===== config.mk =====
export PLATFORM = sky130hd
export DESIGN_NAME = alu_pipe
export DESIGN_NICKNAME = d
export VERILOG_FILES = /design/src/rtl/alu_pkg.sv /design/src/rtl/alu_core.sv /design/src/rtl/alu_pipe.sv
export SDC_FILE = /design/constraint.sdc
export NUM_CORES = 1
export LEC_CHECK = 0
export BUFFER_PORTS_ARGS = -buffer_cell sky130_fd_sc_hd__buf_2
export CAP_MARGIN = 20
export CORE_AREA = 2 2 84 86
export CTS_CLUSTER_DIAMETER = 200
export DETAILED_ROUTE_END_ITERATION = 8
export DIE_AREA = 0 0 86 88
export GPL_TIMING_DRIVEN = 1
export PLACE_DENSITY = 0.45
export RECOVER_POWER = 100
export SYNTH_ARGS = -nofsm -noshare
export SYNTH_HDL_FRONTEND = slang
export SYNTH_SLANG_ARGS = --single-unit
export TNS_END_PERCENT = 1

===== constraint.sdc =====
create_clock -name clk -period 2.6 [get_ports clk]
set_input_delay 0.52 -clock clk [delete_from_list [all_inputs] [get_ports clk]]
set_output_delay 0.52 -clock clk [all_outputs]
set_load 0.05 [all_outputs]

===== src/rtl/alu_pkg.sv =====
`default_nettype none
// ============================================================================
//  Module   : alu_pkg
//  Purpose  : Shared opcode encodings, flag bit positions and op type for the
//             pipelined ALU.
//  Revision : 1.0  initial release
// ============================================================================
package alu_pkg;

  typedef logic [2:0] alu_op_t;

  // Codes with op[2]=0 keep the legacy 2-bit ALU encoding
  localparam alu_op_t OP_ADD   = 3'b000;
  localparam alu_op_t OP_OR    = 3'b001;
  localparam alu_op_t OP_SUB   = 3'b010;
  localparam alu_op_t OP_XOR   = 3'b011;
  localparam alu_op_t OP_AND   = 3'b100;
  localparam alu_op_t OP_SHL   = 3'b101;
  localparam alu_op_t OP_SHR   = 3'b110;
  localparam alu_op_t OP_PASSA = 3'b111;

  // Positions inside the 4-bit flag vector {N,V,C,Z}
  localparam int FLG_Z = 0;
  localparam int FLG_C = 1;
  localparam int FLG_V = 2;
  localparam int FLG_N = 3;

  localparam int NUM_FLAGS = 4;

endpackage
`default_nettype wire


===== src/rtl/alu_core.sv =====
`default_nettype none
// ============================================================================
//  Module   : alu_core
//  Purpose  : Combinational ALU datapath (a, b, op) -> (result, {N,V,C,Z}).
//             Arithmetic wraps modulo 2^WIDTH; shift amount is b mod WIDTH.
//  Revision : 1.0  initial release
// ============================================================================
module alu_core
  import alu_pkg::*;
#(
  parameter int WIDTH = 4
) (
  input  logic [WIDTH-1:0]     a,
  input  logic [WIDTH-1:0]     b,
  input  alu_op_t              op,
  output logic [WIDTH-1:0]     result,
  output logic [NUM_FLAGS-1:0] flags
);

  localparam int SHW = $clog2(WIDTH);
  localparam logic [WIDTH-1:0] WIDTH_V = WIDTH'(WIDTH);

  // One extra bit on each side captures carry/borrow and the last shifted-out bit
  logic [WIDTH:0] sum;
  logic [WIDTH:0] diff;
  logic [WIDTH:0] shl_ext;
  logic [WIDTH:0] shr_ext;
  logic [SHW-1:0] amt;
  logic           carry;
  logic           ovf;

  assign sum     = {1'b0, a} + {1'b0, b};
  assign diff    = {1'b0, a} - {1'b0, b};
  assign amt     = SHW'(b % WIDTH_V);
  assign shl_ext = {1'b0, a} << amt;
  assign shr_ext = {a, 1'b0} >> amt;

  // Operation select; carry/overflow stay 0 for ops that do not define them
  always_comb begin
    result = '0;
    carry  = 1'b0;
    ovf    = 1'b0;
    case (op)
      OP_ADD: begin
        result = sum[WIDTH-1:0];
        carry  = sum[WIDTH];
        ovf    = (a[WIDTH-1] == b[WIDTH-1]) && (sum[WIDTH-1] != a[WIDTH-1]);
      end
      OP_SUB: begin
        result = diff[WIDTH-1:0];
        carry  = diff[WIDTH];
        ovf    = (a[WIDTH-1] != b[WIDTH-1]) && (diff[WIDTH-1] != a[WIDTH-1]);
      end
      OP_OR:  result = a | b;
      OP_XOR: result = a ^ b;
      OP_AND: result = a & b;
      OP_SHL: begin
        result = shl_ext[WIDTH-1:0];
        carry  = shl_ext[WIDTH];
      end
      OP_SHR: begin
        result = shr_ext[WIDTH:1];
        carry  = shr_ext[0];
      end
      default: result = a;
    endcase
  end

  // Flag vector assembly from the selected result
  always_comb begin
    flags        = '0;
    flags[FLG_Z] = (result == '0);
    flags[FLG_C] = carry;
    flags[FLG_V] = ovf;
    flags[FLG_N] = result[WIDTH-1];
  end

endmodule
`default_nettype wire


===== src/rtl/alu_pipe.sv =====
`default_nettype none
// ============================================================================
//  Module   : alu_pipe
//  Purpose  : Two-stage valid/ready pipelined ALU with status flags and a
//             pass-through tag. S1 holds operands, S2 holds results.
//  Revision : 1.0  initial release
// ============================================================================
module alu_pipe
  import alu_pkg::*;
#(
  parameter int WIDTH = 4,
  parameter int TAG_W = 4
) (
  input  logic                 clk,
  input  logic                 rst,
  input  logic                 in_valid,
  output logic                 in_ready,
  input  logic [WIDTH-1:0]     in_a,
  input  logic [WIDTH-1:0]     in_b,
  input  alu_op_t              in_op,
  input  logic [TAG_W-1:0]     in_tag,
  output logic                 out_valid,
  input  logic                 out_ready,
  output logic [WIDTH-1:0]     out_result,
  output logic [NUM_FLAGS-1:0] out_flags,
  output logic [TAG_W-1:0]     out_tag
);

  logic                 s1_v;
  logic [WIDTH-1:0]     s1_a;
  logic [WIDTH-1:0]     s1_b;
  alu_op_t              s1_op;
  logic [TAG_W-1:0]     s1_tag;

  logic                 s2_v;
  logic [WIDTH-1:0]     s2_result;
  logic [NUM_FLAGS-1:0] s2_flags;
  logic [TAG_W-1:0]     s2_tag;

  logic [WIDTH-1:0]     core_result;
  logic [NUM_FLAGS-1:0] core_flags;
  logic                 adv1;
  logic                 adv2;

  // A stage may advance when it is empty or the stage after it is moving
  assign adv2     = !s2_v || out_ready;
  assign adv1     = !s1_v || adv2;
  assign in_ready = adv1;

  assign out_valid  = s2_v;
  assign out_result = s2_result;
  assign out_flags  = s2_flags;
  assign out_tag    = s2_tag;

  alu_core #(
    .WIDTH (WIDTH)
  ) u_core (
    .a      (s1_a),
    .b      (s1_b),
    .op     (s1_op),
    .result (core_result),
    .flags  (core_flags)
  );

  // Stage valid bits; reset discards anything in flight
  always_ff @(posedge clk) begin
    if (rst) begin
      s1_v <= 1'b0;
      s2_v <= 1'b0;
    end else begin
      if (adv1) s1_v <= in_valid;
      if (adv2) s2_v <= s1_v;
    end
  end

  // S1 operand capture, only on an accepted beat
  always_ff @(posedge clk) begin
    if (rst) begin
      s1_a   <= '0;
      s1_b   <= '0;
      s1_op  <= OP_ADD;
      s1_tag <= '0;
    end else if (adv1 && in_valid) begin
      s1_a   <= in_a;
      s1_b   <= in_b;
      s1_op  <= in_op;
      s1_tag <= in_tag;
    end
  end

  // S2 result capture; held while the sink stalls
  always_ff @(posedge clk) begin
    if (rst) begin
      s2_result <= '0;
      s2_flags  <= '0;
      s2_tag    <= '0;
    end else if (adv2 && s1_v) begin
      s2_result <= core_result;
      s2_flags  <= core_flags;
      s2_tag    <= s1_tag;
    end
  end

endmodule
`default_nettype wire

* Yosys cells after proc, flatten, opt, wreduce, memory -nomap -nowiden *
Index checks and enable logic that the tools add are counted.

storage, ports and cells
  word-level logic and storage cells = 39
  output and inout port bits = 14
  bits of input ports = 19
  flip-flop bits (word level) = 29

operators by class
  add/sub/neg operators = 2
  bitwise logic cells = 3
  reductions and logical operators = 10
  shift operators = 2
  equal/unequal tests = 10
  mux-type cells = 3

operators with widths
  kind                                                                   count
  4-bit case mux with 7 select lines                                     1
  3-bit equality test, second input constant                             3
  3-bit by 2-bit equality test with 1-bit output, second input constant  2
  4-bit by 4-bit adder with 5-bit output                                 1
  4-bit by 2-bit left shift with 5-bit output                            1
  5-bit by 2-bit right shift with 5-bit output                           1
  4-bit by 4-bit subtractor with 5-bit output                            1
  4-bit bitwise AND                                                      1
  1-bit logical AND                                                      4
  4-bit zero test                                                        1
  4-bit bitwise OR                                                       1
  1-bit case mux with 4 select lines                                     1
  4-bit bitwise XOR                                                      1
  3-bit by 1-bit equality test with 1-bit output, second input constant  1
  3-bit zero test                                                        1
  1-bit inequality test                                                  3
  1-bit zero test                                                        2
  1-bit logical OR                                                       2
  1-bit case mux with 2 select lines                                     1
  1-bit equality test                                                    1

* Longest topological paths before layout *
Gate-level depths: netlist of run 1.

  depth after elaboration = 4
  gate-level depth with buffers = 9
  gate-level depth less buffers = 9

* By module *
A second synthesis of run 1 with hierarchy kept.

unflattened totals
  cells, all modules = 258
  area, all modules = 2158.3 µm²

modules (own cells, without submodules)
  module    cells each  area an instance (µm²)  sequential area each (µm²)  instances
  alu_pipe  128         1222.4                  580.6                       1
  alu_core  130         935.9                   0.0                         1

* Least setup slack after synthesis of run 1 *
Ideal clock, no wire load.

  path type = register to register
  start = register s1_b[1]
  end = register s2_flags[0], in the netlist out_flags[0]
  setup slack = 0.388 ns
  setup time = 0.116 ns
  period minus slack after synthesis = 2.212 ns
  buffers on the path = 1
  stages on the path, launching flop included = 9
  data required time = 2.484 ns
  data arrival time = 2.096 ns
  cell sequence = dfxtp_1 -> buf_2 -> inv_1 -> ha_1 -> o21bai_1 -> a211oi_2 -> o21a_1 -> o311a_1 -> a41o_1

between the ends
  cells in the longest elaborated chain, start to end = 3
  elaborated cells on any way between the ends = 9
  those cells by class = add/sub (2); shift (2); mux (1); bitwise (3); reduce/logical (1)

ends and longest elaborated chain
  item                                                                 line            text
  from (decl)                                                          alu_pipe.sv:31  logic [WIDTH-1:0] s1_b;
  from (signal assigned)                                               alu_pipe.sv:85  s1_b <= in_b;
  4-bit by 4-bit subtractor with 5-bit output (tied with other cells)  alu_core.sv:33  assign diff = {1'b0, a} - {1'b0, b};
  4-bit case mux with 7 select lines (*)                               alu_core.sv:43  case (op)
  4-bit zero test (*)                                                  alu_core.sv:72  flags[FLG_Z] = (result == '0);
  to (signal assigned)                                                 alu_pipe.sv:99  s2_flags <= core_flags;
  to (decl)                                                            alu_pipe.sv:37  logic [NUM_FLAGS-1:0] s2_flags;

Mark *: on every way between the ends. The rest lies on a longest branch, timed or not.
A chain may end at the register's enable or synchronous reset.

* Worst setup path after layout of run 1 *
  start = register s1_b[0]
  end = register s2_result[2], in the netlist out_result[2]

between the ends
  cells in the longest elaborated chain, start to end = 2
  elaborated cells on any way between the ends = 5
  those cells by class = add/sub (2); shift (2); mux (1)

ends and longest elaborated chain
  item                                                                 line            text
  4-bit by 4-bit subtractor with 5-bit output (tied with other cells)  alu_core.sv:33
  4-bit case mux with 7 select lines (*)                               alu_core.sv:43
  to (signal assigned)                                                 alu_pipe.sv:98  s2_result <= core_result;
  to (decl)                                                            alu_pipe.sv:36  logic [WIDTH-1:0] s2_result;

Marked as above.

==> parameters.txt, run 1 <==
Parameter                              Value

Pwr
  Pwr dens ... 499 mW/mm2
  P_leak ... 0.842 nW
  Maximum resistive drop on vdd ... 207 uV

Floorplanning
  Num ports ... 33
  Initial standard-cell utilization of the core ... 29.3%
  Number of placement rows ... 30
  Horizontal die dimension ... 86 um
  Vertical extent of the die ... 88 um
  Die Footprint ... 0.00757 mm2
  Core Region ... 0.00664 mm2

Placement
  HPWL after detailed placement ... 3.87 mm
  Final GP Congestion ... 0.904
  Port-buffer cells ... 32

Worst setup path
  Crit path capture type ... flop
  Source of the critical timing path ... s1_b[0]
  Required time of the critical path ... 2790 ps
  Reg-to-reg startpoint ... s1_b[0]
  Setup crit start kind ... flop
  Largest driver fanout on the critical path ... 13
  Setup slack on the worst flop-to-flop path ... 250 ps
  Path depth of the worst reg2reg path ... 9
  Arr. time, crit path ... 2540 ps
  End of the worst register-to-register path ... out_result[2]
  Class of the most critical setup path ... flop to flop

Yosys
  Number of enable flip-flop cells after synthesis ... 0
  Combined area of all synthesized cells ... 0.00195 mm2
  Synth Net Count ... 288
  Post-synthesis register bit count ... 28
  Synthesized instance count ... 254
  Average footprint of a synthesized cell ... 7.66 um2
  Most area-consuming cells after synthesis ... sky130_fd_sc_hd__dfxtp_1, sky130_fd_sc_hd__nand2_1, sky130_fd_sc_hd__a21oi_1
  Total number of yosys warnings ... 0
  Area leader, netlist ... sky130_fd_sc_hd__dfxtp_1
  Post-synthesis sequential area ratio ... 28.8%
  Main flop type after synthesis ... sky130_fd_sc_hd__dfxtp_1
  Async SR Flop Fraction ... 0%
  Area fraction of the dominant cell type after synthesis ... 28.8%
  Synth unique cells ... 48

Global route
  Antenna violations before repair ... 0
  Wire length of the first global-routing pass ... 9.00 mm
  Vias in the first global route ... 1820
  Pin count of the biggest net entering global routing ... 27
  Overflow left after global routing ... 0
  Global-route usage over all layers ... 14.7%

Layout
  Final core utilization ... 32.9%
  Net count of the finished layout ... 311
  Layout cells sized above 1 ... 10.1%
  Final-layout fill cell count ... 720
  Storage cell area ... 561 um2
  Antenna fix cells ... 0
  Area of the multi-input gates ... 0.00120 mm2
  Area added between synthesis and finish ... 12.2%

STA
  Total negative slack ... 0 ps
  Peak clock frequency supported by timing ... 425 MHz
  Final count of pins violating max slew ... 0
  Worst-case clock skew ... 2.74 ps
  Headroom to the max-slew limit ... 19.0%
  Final hold violation count ... 0
  Unrepaired setup endpoints after global routing ... no
  Least-Margin Pin Slew ... 1210 ps
  Final cycle utilization of the critical path ... 90.5%
  Final setup violation count ... 0
  Min Tclk post-route ... 2350 ps

Clock network
  Number of clock sinks seen by CTS ... 28
  Hold-fix buffer count after cts ... 0
  Clock Tree Buf Depth ... 2
  Total clock buffers created by CTS ... 3
  CTS root buf ... sky130_fd_sc_hd__clkbuf_8
  Later-pin clock latency in the skew report ... 280 ps
  Cts repair resizes ... 0
  # Post-CTS Setup Buffers ... 0
  TritonCTS clock tree ... done
  H-tree Lvls ... 1
  Worst-path clk slew ... 100 ps

Drt
  Routed via count divided by cell count ... 5.13
  Routed Antenna Nets ... 0
  Total iterations of the first detailed-routing run ... 5
  Drc violations ... 0
  Routed vias ... 1826
  Detailed router's first-iteration violation count ... 84
  Final routed wire length divided by cell count ... 14.8 um
  Final WL ... 5.25 mm

Run status
  Result of the run ... completed

Min path
  Worst-case hold path end point ... out_tag[1]
  Hold Path Cell Cnt ... 2
  Worst hold start ... s1_tag[1]
  Path class of the lowest-slack min-delay path ... flop to flop

Flow run
  Max-cap violation count ... 0
[critical path: stages (launching register included)]
cell and delay [ps]:
sky130_fd_sc_hd__dfxtp_1 370, sky130_fd_sc_hd__clkbuf_2 270, sky130_fd_sc_hd__ha_1 230, sky130_fd_sc_hd__inv_1 60
sky130_fd_sc_hd__fa_1 390, sky130_fd_sc_hd__or3_1 330, sky130_fd_sc_hd__a21oi_1 130, sky130_fd_sc_hd__o22a_1 150
sky130_fd_sc_hd__a31oi_1 60, sky130_fd_sc_hd__a211oi_1 270
[report_power, final]
part | switching (mW) | internal (mW) | leakage [nW]
registers | 0.0257 | 0.452 | 0.230
logic | 0.165 | 0.0904 | 0.576
clock network | 0.150 | 0.206 | 0.0357
total | 0.341 | 0.749 | 0.842
[registers in the layout, summed over array words and instances (netlist names)]
| register | cells |
|---|---|
| out_tag | 4 |
| out_result | 4 |
| s1_b | 4 |
| s1_tag | 4 |
| s1_op | 3 |
| s1_v | 1 |
| s1_a | 4 |
| out_flags | 3 |
| out_valid | 1 |
[area by class of cell]
cell class / count / share of cell area (%)
repair buffers: 38 / 8.42
clock buffers: 3 / 1.89
flip-flops and latches: 28 / 25.7
inverters: 17 / 2.92
clock inverters: 1 / 1.37
multi-input cells: 189 / 55.2
well taps: 80 / 4.58
[synth_stat cells (3+ instances only)]
cell,count
sky130_fd_sc_hd__mux2i_1,5
sky130_fd_sc_hd__a21oi_1,34
sky130_fd_sc_hd__inv_1,17
sky130_fd_sc_hd__buf_4,5
sky130_fd_sc_hd__a31oi_1,3
sky130_fd_sc_hd__a211oi_1,7
sky130_fd_sc_hd__nor2b_1,8
sky130_fd_sc_hd__o211ai_1,4
sky130_fd_sc_hd__nand2_1,46
sky130_fd_sc_hd__ha_1,13
sky130_fd_sc_hd__clkbuf_1,6
sky130_fd_sc_hd__dfxtp_1,28
sky130_fd_sc_hd__nor2_1,12
sky130_fd_sc_hd__nand2b_1,5
sky130_fd_sc_hd__buf_2,8
sky130_fd_sc_hd__o21ai_0,11
[worst max-delay path by stage]
stage	to	slack, ps	depth (start not counted)
3_5_place_dp	out_flags[0]	350	8
2_1_floorplan	out_flags[0]	390	8
3_3_place_gp	out_flags[0]	370	8
6_report	out_result[2]	250	9
4_1_cts	out_flags[0]	320	8
5_1_grt	out_flags[0]	120	9
[metal layers]
layer | vias up | GRT usage (%) | wire length [um]
met5 | - | 0 | 0
met1 | 839 | 20.0 | 2520
met3 | 12 | 1.89 | 209
met2 | 50 | 23.6 | 2380
li1 | 925 | - | -
met4 | 0 | 5.77 | 146
[metrics by stage]
stage               hold WS (ps)  cells  total power, mW  setup WS [ps]  cell area, um2
floorplan                    432    254            0.681            388            1950
global placement             442    352            0.748            375            2140
detailed placement           444    352            0.748            351            2140
CTS                          458    356             1.10            325            2210
global route                 466    356             1.15            123            2180
finish                       460    356             1.09            246            2180
[kinds of logic (layout without fill, tap and decap cells)]
| kind of cell | Yosys count | after routing | synth area share (%) |
|---|---|---|---|
| and+or+nand+nor | 88 | 88 | 21.9 |
| buffers and inverters | 37 | 59 | 9.00 |
| muxes | 5 | 5 | 2.57 |
| AOI/OAI and AO/OA | 81 | 81 | 27.3 |
| adders and majority gates | 15 | 15 | 10.4 |
| DFF | 28 | 28 | 28.8 |
[cell usage in the layout, fill, tap and decap left out, types with 2 or more instances in the layout]
cell type	netlist	final
sky130_fd_sc_hd__o22ai_1	2	2
sky130_fd_sc_hd__buf_4	5	5
sky130_fd_sc_hd__a221o_1	2	2
sky130_fd_sc_hd__nand3_1	2	2
sky130_fd_sc_hd__a21oi_1	34	34
sky130_fd_sc_hd__ha_1	13	13
sky130_fd_sc_hd__o21ai_0	11	11
sky130_fd_sc_hd__and3b_1	2	2
sky130_fd_sc_hd__inv_1	17	17
sky130_fd_sc_hd__a211oi_1	7	7
sky130_fd_sc_hd__dfxtp_1	28	28
sky130_fd_sc_hd__a31oi_1	3	3
sky130_fd_sc_hd__o211ai_1	4	4
sky130_fd_sc_hd__nand3b_1	2	2
sky130_fd_sc_hd__nor2b_1	8	8
sky130_fd_sc_hd__nor3_1	2	2
sky130_fd_sc_hd__o211a_1	2	2
sky130_fd_sc_hd__clkbuf_1	6	15
sky130_fd_sc_hd__nand2_1	46	46
sky130_fd_sc_hd__buf_2	8	17
sky130_fd_sc_hd__o311ai_0	2	2
sky130_fd_sc_hd__fa_1	2	2
sky130_fd_sc_hd__o311a_1	2	2
sky130_fd_sc_hd__mux2i_1	5	5
sky130_fd_sc_hd__nor2_1	12	12
sky130_fd_sc_hd__nand2b_1	5	5
sky130_fd_sc_hd__clkbuf_8	0	3
(Power assumes the default switching activity.)
==> run 2: changes to the inputs <==
--- a/config.mk
+++ b/config.mk
@@ -9,11 +9,13 @@
 export CAP_MARGIN = 20
 export CORE_AREA = 2 2 84 86
 export CTS_CLUSTER_DIAMETER = 200
+export CTS_CLUSTER_SIZE = 30
 export DETAILED_ROUTE_END_ITERATION = 8
 export DIE_AREA = 0 0 86 88
 export GPL_TIMING_DRIVEN = 1
 export PLACE_DENSITY = 0.45
 export RECOVER_POWER = 100
+export REMOVE_ABC_BUFFERS = 1
 export SYNTH_ARGS = -nofsm -noshare
 export SYNTH_HDL_FRONTEND = slang
 export SYNTH_SLANG_ARGS = --single-unit
==> run 2 against run 1 <==
Net effect: sequential cell count did not move; combinational power grew 2%; worst hold slack got worse by 1.5 ps; count of clock-buffer cells in the layout did not move; sequential share of layout area decreased by 0.29 points; highest routed layer unchanged; power hardly changed; global-route usage fell by 0.74 points; clock power about the same; critical path type unchanged; sequential power about the same; critical path depth did not move.
==> parameters.txt, run 2 (synthesis gave the netlist of run 1 again) <==
Parameter                              Value

Clock network
  TritonCTS clock tree ... done
  # Post-CTS Setup Buffers ... 0 (unchanged)
  Worst-path clk slew ... 100 ps (about the same)
  Hold-fix buffer count after cts ... 0 (unchanged)
  Later-pin clock latency in the skew report ... 280 ps (about the same)
  H-tree Lvls ... 1 (unchanged)
  Number of clock sinks seen by CTS ... 28 (unchanged)
  Total clock buffers created by CTS ... 3 (unchanged)
  CTS root buf ... sky130_fd_sc_hd__clkbuf_8
  Clock Tree Buf Depth ... 2 (unchanged)
  Cts repair resizes ... 0 (unchanged)

Min path
  Worst hold start ... s1_tag[3]
  Path class of the lowest-slack min-delay path ... flop to flop

Pwr
  Post-layout power ... 1.09 mW (about the same)
  Maximum resistive drop on vdd ... 178 uV (-14%)
  P_leak ... 0.856 nW (+1.7%)
  Pwr dens ... 493 mW/mm2 (-1.1%)

Drt
  Drc violations ... 0 (unchanged)
  Final routed wire length divided by cell count ... 14.5 um (-1.8%)
  Routed via count divided by cell count ... 5.12 (-0.18%)
  Detailed router's first-iteration violation count ... 92 (+9.5%)
  Total iterations of the first detailed-routing run ... 4 (-1)
  Final WL ... 5.19 mm (-1.3%)
  Routed Antenna Nets ... 0 (unchanged)
  Routed vias ... 1833 (+0.38%)

Worst setup path
  Required time of the critical path ... 2780 ps (about the same)
  Arr. time, crit path ... 2440 ps (-100 ps)
  Class of the most critical setup path ... flop to flop
  Source of the critical timing path ... s1_b[0]
  Crit path capture type ... flop
  Setup crit start kind ... flop
  Largest driver fanout on the critical path ... 14 (+1)
  Reg-to-reg startpoint ... s1_b[0]

Layout
  Antenna fix cells ... 0 (unchanged)
  Final standard cell area without fillers ... 0.00221 mm2 (+1.1%)
  Commonest non-fill, non-tap cells in the layout ... sky130_fd_sc_hd__nand2_1, sky130_fd_sc_hd__a21oi_1, sky130_fd_sc_hd__dfxtp_1
  Area added between synthesis and finish ... 13.5%
  Net count of the finished layout ... 313 (+0.64%)
  Most common cell after layout, fill and taps aside ... sky130_fd_sc_hd__nand2_1
  Layout cells sized above 1 ... 11.5% (+1.4 points)

STA
  Min Tclk post-route ... 2260 ps (-97.9 ps)
  Peak clock frequency supported by timing ... 443 MHz (+4.3%)
  Final hold violation count ... 0 (unchanged)
  Final cycle utilization of the critical path ... 86.8% (-3.8 points)
  Final Worst Setup Slack ... 344 ps (+97.9 ps)
  Final count of pins violating max slew ... 0 (unchanged)
  Final setup violation count ... 0 (unchanged)
  Total negative slack ... 0 ps (unchanged)
  Headroom to the max-slew limit ... 49.0% (+30 points)
  Worst-case clock skew ... 2.48 ps (-0.254 ps)
  Least-Margin Pin Slew ... 764 ps (-451 ps)
  Unrepaired setup endpoints after global routing ... no

Floorplanning
  Die Footprint ... 0.00757 mm2 (unchanged)
  Num ports ... 33 (unchanged)
  Vertical extent of the die ... 88 um (unchanged)
  Core Region ... 0.00664 mm2 (unchanged)
  Initial standard-cell utilization of the core ... 29.3% (unchanged)
  Horizontal die dimension ... 86 um (unchanged)
  Number of placement rows ... 30 (unchanged)

Global route
  Antenna violations before repair ... 0 (unchanged)
  Vias in the first global route ... 1675 (-8.0%)
  Pin count of the biggest net entering global routing ... 26 (-3.7%)
  Global-route usage over all layers ... 14.0% (-0.74 points)
  Overflow left after global routing ... 0 (unchanged)
  Wire length of the first global-routing pass ... 8.53 mm (-5.2%)

Placement
  Final GP Congestion ... 0.857 (-5.2%)
  Pre-CTS setup slack ... 361 ps (+10.0 ps)
  Total placed instance area ... 0.00216 mm2 (+0.70%)
  Port-buffer cells ... 32 (unchanged)
  HPWL after detailed placement ... 3.80 mm (-1.8%)

Flow run
  Max-cap violation count ... 0 (unchanged)

Run status
  Result of the run ... completed
==> run 2: cell type report <==
cell class / count / area (um2)
well taps: 80 / 100
multi-input cells: 189 / 1210
fillers: 720 / 4430
clock buffers: 3 / 41.3
inverters: 17 / 63.8
flip-flops and latches: 28 / 561
repair buffers: 40 / 203
clock inverters: 1 / 30.0
==> run 2: worst max-delay path, stage by stage (launching register included) <==
cell,delay (ps)
sky130_fd_sc_hd__dfxtp_1,340
sky130_fd_sc_hd__buf_4,210
sky130_fd_sc_hd__ha_1,210
sky130_fd_sc_hd__inv_1,60
sky130_fd_sc_hd__fa_1,410
sky130_fd_sc_hd__or3_1,320
sky130_fd_sc_hd__a21oi_1,130
sky130_fd_sc_hd__o22a_1,150
sky130_fd_sc_hd__a31oi_1,60
sky130_fd_sc_hd__a41o_1,270
==> run 2: layer usage <==
layer | routed length (um) | global-route usage [%] | vias to the layer above
li1 | - | - | 942
met1 | 2560 | 19.6 | 858
met2 | 2430 | 22.8 | 27
met3 | 117 | 1.23 | 6
met4 | 72 | 4.04 | 0
met5 | 0 | 0 | -
==> run 2: worst paths after layout <==
check                                     to  slack (ps)  cells after the start
worst max register to register  out_flags[0]         340                      9
worst max-delay path            out_flags[0]         340                      9
worst min-delay path              out_tag[3]         460                      2
worst min register to register    out_tag[3]         460                      2
==> run 2: metrics by stage <==
stage / std cells / hold slack [ps] / utilization (%)
finish: 358 / 459 / 33.3
global route: 358 / 448 / 33.3
floorplan: 234 / 426 / -
detailed placement: 354 / 445 / 32.4
CTS: 358 / 456 / 33.5
global placement: 354 / 443 / 32.4
==> run 2: power by group <==
group	switching (mW)	total, mW	internal [mW]	leakage (nW)
Clock	0.147	0.353	0.206	0.0357
Sequential	0.0244	0.476	0.452	0.230
Combinational	0.167	0.260	0.0933	0.591
==> run 3: changes to the inputs <==
--- a/config.mk
+++ b/config.mk
@@ -7,16 +7,17 @@
 export LEC_CHECK = 0
 export BUFFER_PORTS_ARGS = -buffer_cell sky130_fd_sc_hd__buf_2
 export CAP_MARGIN = 20
-export CORE_AREA = 2 2 84 86
+export CORE_AREA = 2 2 88 90
 export CTS_CLUSTER_DIAMETER = 200
 export CTS_CLUSTER_SIZE = 30
 export DETAILED_ROUTE_END_ITERATION = 8
-export DIE_AREA = 0 0 86 88
+export DIE_AREA = 0 0 90 92
 export GPL_TIMING_DRIVEN = 1
 export PLACE_DENSITY = 0.45
 export RECOVER_POWER = 100
 export REMOVE_ABC_BUFFERS = 1
 export SYNTH_ARGS = -nofsm -noshare
 export SYNTH_HDL_FRONTEND = slang
+export SYNTH_HIERARCHICAL = 1
 export SYNTH_SLANG_ARGS = --single-unit
 export TNS_END_PERCENT = 1
==> run 3 against run 2 <==
Net effect: via count is 0.65% higher; sequential share of layout area is 1.7 points lower; non-clock buffer count stayed put; count of clock-buffer cells in the layout is 4 higher; worst hold slack better by 0.76 ps; cell area is 11% higher; global-route usage is 1.3 points lower; die area is 9.4% higher; critical path depth stayed put; power is 18% higher; critical path type unchanged; critical endpoint unchanged.
==> parameters.txt, run 3 <==
Parameter                              Value

Clock network
  Clock Tree Buf Depth ... 2 (unchanged)
  Worst-path clk slew ... 70 ps (-30 ps)
  # Post-CTS Setup Buffers ... 0 (unchanged)
  Number of clock sinks seen by CTS ... 29 (+3.6%)
  H-tree Lvls ... 2 (+1)
  Cts repair resizes ... 0 (unchanged)
  Hold-fix buffer count after cts ... 0 (unchanged)
  Total clock buffers created by CTS ... 5 (+2)
  CTS root buf ... sky130_fd_sc_hd__clkbuf_8
  TritonCTS clock tree ... done
  Later-pin clock latency in the skew report ... 280 ps (about the same)

Yosys
  Area leader, netlist ... sky130_fd_sc_hd__dfxtp_1
  Largest family of logic cells by synthesized area ... simple AND/OR/NAND/NOR gates
  Total number of yosys warnings ... 6 (+6)
  Post-synthesis simple-gate area fraction ... 22.6% (+0.69 points)
  Synthesized-area fraction occupied by xor and xnor cells ... 0.406% (+0.41 points)
  Post-synthesis register bit count ... 29 (+3.6%)
  Post-Synth Adder-Cell Area ... 9.39% (-1.0 points)
  Main flop type after synthesis ... sky130_fd_sc_hd__dfxtp_1
  Area fraction of the dominant cell type after synthesis ... 26.9% (-1.9 points)
  Combined area of all synthesized cells ... 0.00216 mm2 (+11%)
  Multiplexer share of the synthesized area ... 11.1% (+8.5 points)
  Most area-consuming cells after synthesis ... sky130_fd_sc_hd__dfxtp_1, sky130_fd_sc_hd__nand2b_1, sky130_fd_sc_hd__mux2i_1
  Async SR Flop Fraction ... 0% (unchanged)
  Synth unique cells ... 51 (+6.3%)
  Average footprint of a synthesized cell ... 8.37 um2 (+9.1%)
  Post-synthesis sequential area ratio ... 26.9% (-1.9 points)
  Count leader, synth ... sky130_fd_sc_hd__nand2b_1
  Compound-cell area share of the yosys netlist ... 20.6% (-6.7 points)
  Most frequent cells after synthesis ... sky130_fd_sc_hd__nand2b_1, sky130_fd_sc_hd__dfxtp_1, sky130_fd_sc_hd__a21oi_1
  Number of enable flip-flop cells after synthesis ... 0 (unchanged)
  Synthesized instance count ... 258 (+1.6%)

Drt
  Drc violations ... 0 (unchanged)
  Final routed wire length divided by cell count ... 13.1 um (-9.3%)
  Detailed router's first-iteration violation count ... 120 (+30%)
  Routed Antenna Nets ... 0 (unchanged)
  Routed via count divided by cell count ... 4.79 (-6.4%)
  Routed vias ... 1845 (+0.65%)
  Final WL ... 5.06 mm (-2.4%)
  Total iterations of the first detailed-routing run ... 4 (unchanged)

Floorplanning
  Die Footprint ... 0.00828 mm2 (+9.4%)
  Initial standard-cell utilization of the core ... 29.0% (-0.32 points)
  Horizontal die dimension ... 90 um (+4.7%)
  Num ports ... 33 (unchanged)
  Vertical extent of the die ... 92 um (+4.5%)
  Core Region ... 0.00745 mm2 (+12%)
  Number of placement rows ... 32 (+6.7%)

STA
  Final setup violation count ... 0 (unchanged)
  Final Worst Setup Slack ... 146 ps (-198 ps)
  Least-Margin Pin Slew ... 1110 ps (+347 ps)
  Final hold violation count ... 0 (unchanged)
  Unrepaired setup endpoints after global routing ... no
  Worst-case clock skew ... 3.60 ps (+1.12 ps)
  Min Tclk post-route ... 2450 ps (+198 ps)
  Peak clock frequency supported by timing ... 407 MHz (-8.1%)
  Total negative slack ... 0 ps (unchanged)
  Final count of pins violating max slew ... 0 (unchanged)
  Headroom to the max-slew limit ... 25.5% (-24 points)
  Final cycle utilization of the critical path ... 94.4% (+7.6 points)

Worst setup path
  Path depth of the worst reg2reg path ... 9 (unchanged)
  Reg-to-reg startpoint ... s1_b[0]
  Required time of the critical path ... 2810 ps (+30 ps)
  Setup crit start kind ... flop
  Destination of the critical timing path ... out_flags[0]
  Arr. time, crit path ... 2660 ps (+220 ps)
  Setup slack on the worst flop-to-flop path ... 150 ps (-200 ps)
  Largest driver fanout on the critical path ... 4 (-10)
  Source of the critical timing path ... s1_b[0]
  Crit path capture type ... flop
  Class of the most critical setup path ... flop to flop
  End of the worst register-to-register path ... out_flags[0]

Layout
  Net count of the finished layout ... 316 (+0.96%)
  Layout cells sized above 1 ... 15.2% (+3.7 points)
  Antenna fix cells ... 0 (unchanged)
  Most common cell after layout, fill and taps aside ... sky130_fd_sc_hd__nand2b_1
  Final standard cell area without fillers ... 0.00245 mm2 (+11%)
  Area added between synthesis and finish ... 13.7%
  Commonest non-fill, non-tap cells in the layout ... sky130_fd_sc_hd__nand2b_1, sky130_fd_sc_hd__dfxtp_1, sky130_fd_sc_hd__a21oi_1

Global route
  Overflow left after global routing ... 0 (unchanged)
  Global-route usage over all layers ... 12.7% (-1.3 points)
  Wire length of the first global-routing pass ... 8.62 mm (+1.1%)
  Vias in the first global route ... 1706 (+1.9%)
  Pin count of the biggest net entering global routing ... 45 (+73%)
  Antenna violations before repair ... 0 (unchanged)

Min path
  Path class of the lowest-slack min-delay path ... input pin to flop

Placement
  Final GP Congestion ... 0.825 (-3.7%)
  Pre-CTS setup slack ... 143 ps (-218 ps)
  Port-buffer cells ... 32 (unchanged)
  HPWL after detailed placement ... 3.73 mm (-1.9%)
  Total placed instance area ... 0.00236 mm2 (+9.5%)

Pwr
  P_leak ... 0.958 nW (+12%)
  Maximum resistive drop on vdd ... 241 uV (+36%)
  Pwr dens ... 522 mW/mm2 (+5.9%)

Flow run
  Max-cap violation count ... 0 (unchanged)

Run status
  Result of the run ... completed
run 3: kinds of logic (layout without fill, tap and decap cells):
group | Yosys count | in the layout
and+or+nand+nor | 84 | 84
buffers and inverters | 36 | 61
muxes | 22 | 22
DFF | 29 | 29
AOI/OAI and AO/OA | 71 | 71
xor gates and xnor gates | 1 | 1
adders and majority gates | 15 | 15
run 3: layout make-up:
type	count	area (um2)
fill	841	4990
inverter	13	48.8
tap	102	128
timing repair buffer	40	203
sequential	29	581
multi-input combinational	193	1380
clock buffer	7	86.3
clock inverter	1	30.0
run 3: worst min path at each step:
stage          startpoint         end  slack, ps  depth (start not counted)
2_1_floorplan   s1_tag[3]  out_tag[3]        440                          2
3_3_place_gp    s1_tag[3]  out_tag[3]        460                          2
3_5_place_dp    s1_tag[3]  out_tag[3]        470                          2
4_1_cts          in_valid        s1_v        460                          3
5_1_grt          in_valid        s1_v        480                          3
6_report         in_valid        s1_v        460                          3
run 3: critical path, cell delays in order (launching register included):
cell	delay [ps]
sky130_fd_sc_hd__dfxtp_1	380
sky130_fd_sc_hd__ha_2	210
sky130_fd_sc_hd__fa_1	410
sky130_fd_sc_hd__mux2_4	270
sky130_fd_sc_hd__o21ai_1	140
sky130_fd_sc_hd__a21oi_1	100
sky130_fd_sc_hd__o32a_1	390
sky130_fd_sc_hd__nor4_2	240
sky130_fd_sc_hd__nand3_1	100
sky130_fd_sc_hd__a21oi_1	140
run 3: through the flow:
| stage | power (mW) | std cells | hold WS, ps | util (%) |
|---|---|---|---|---|
| detailed placement | 0.813 | 377 | 467 | 31.7 |
| floorplan | 0.719 | 235 | 438 | - |
| global placement | 0.814 | 377 | 461 | 31.7 |
| CTS | 1.31 | 385 | 457 | 33.3 |
| global route | 1.35 | 385 | 478 | 33.0 |
| finish | 1.28 | 385 | 460 | 33.0 |
run 3: routing by layer:
layer	vias to the layer above	global-route usage [%]	routed length, um
met5	-	0	0
met4	0	4.23	82
met3	8	2.38	160
met2	36	19.7	2350
met1	840	17.7	2470
li1	961	-	-
run 3: where the power goes:
group          switching, mW  internal (mW)
Combinational          0.174          0.125
Clock                  0.171          0.312
Sequential            0.0299          0.469
Total                  0.375          0.906
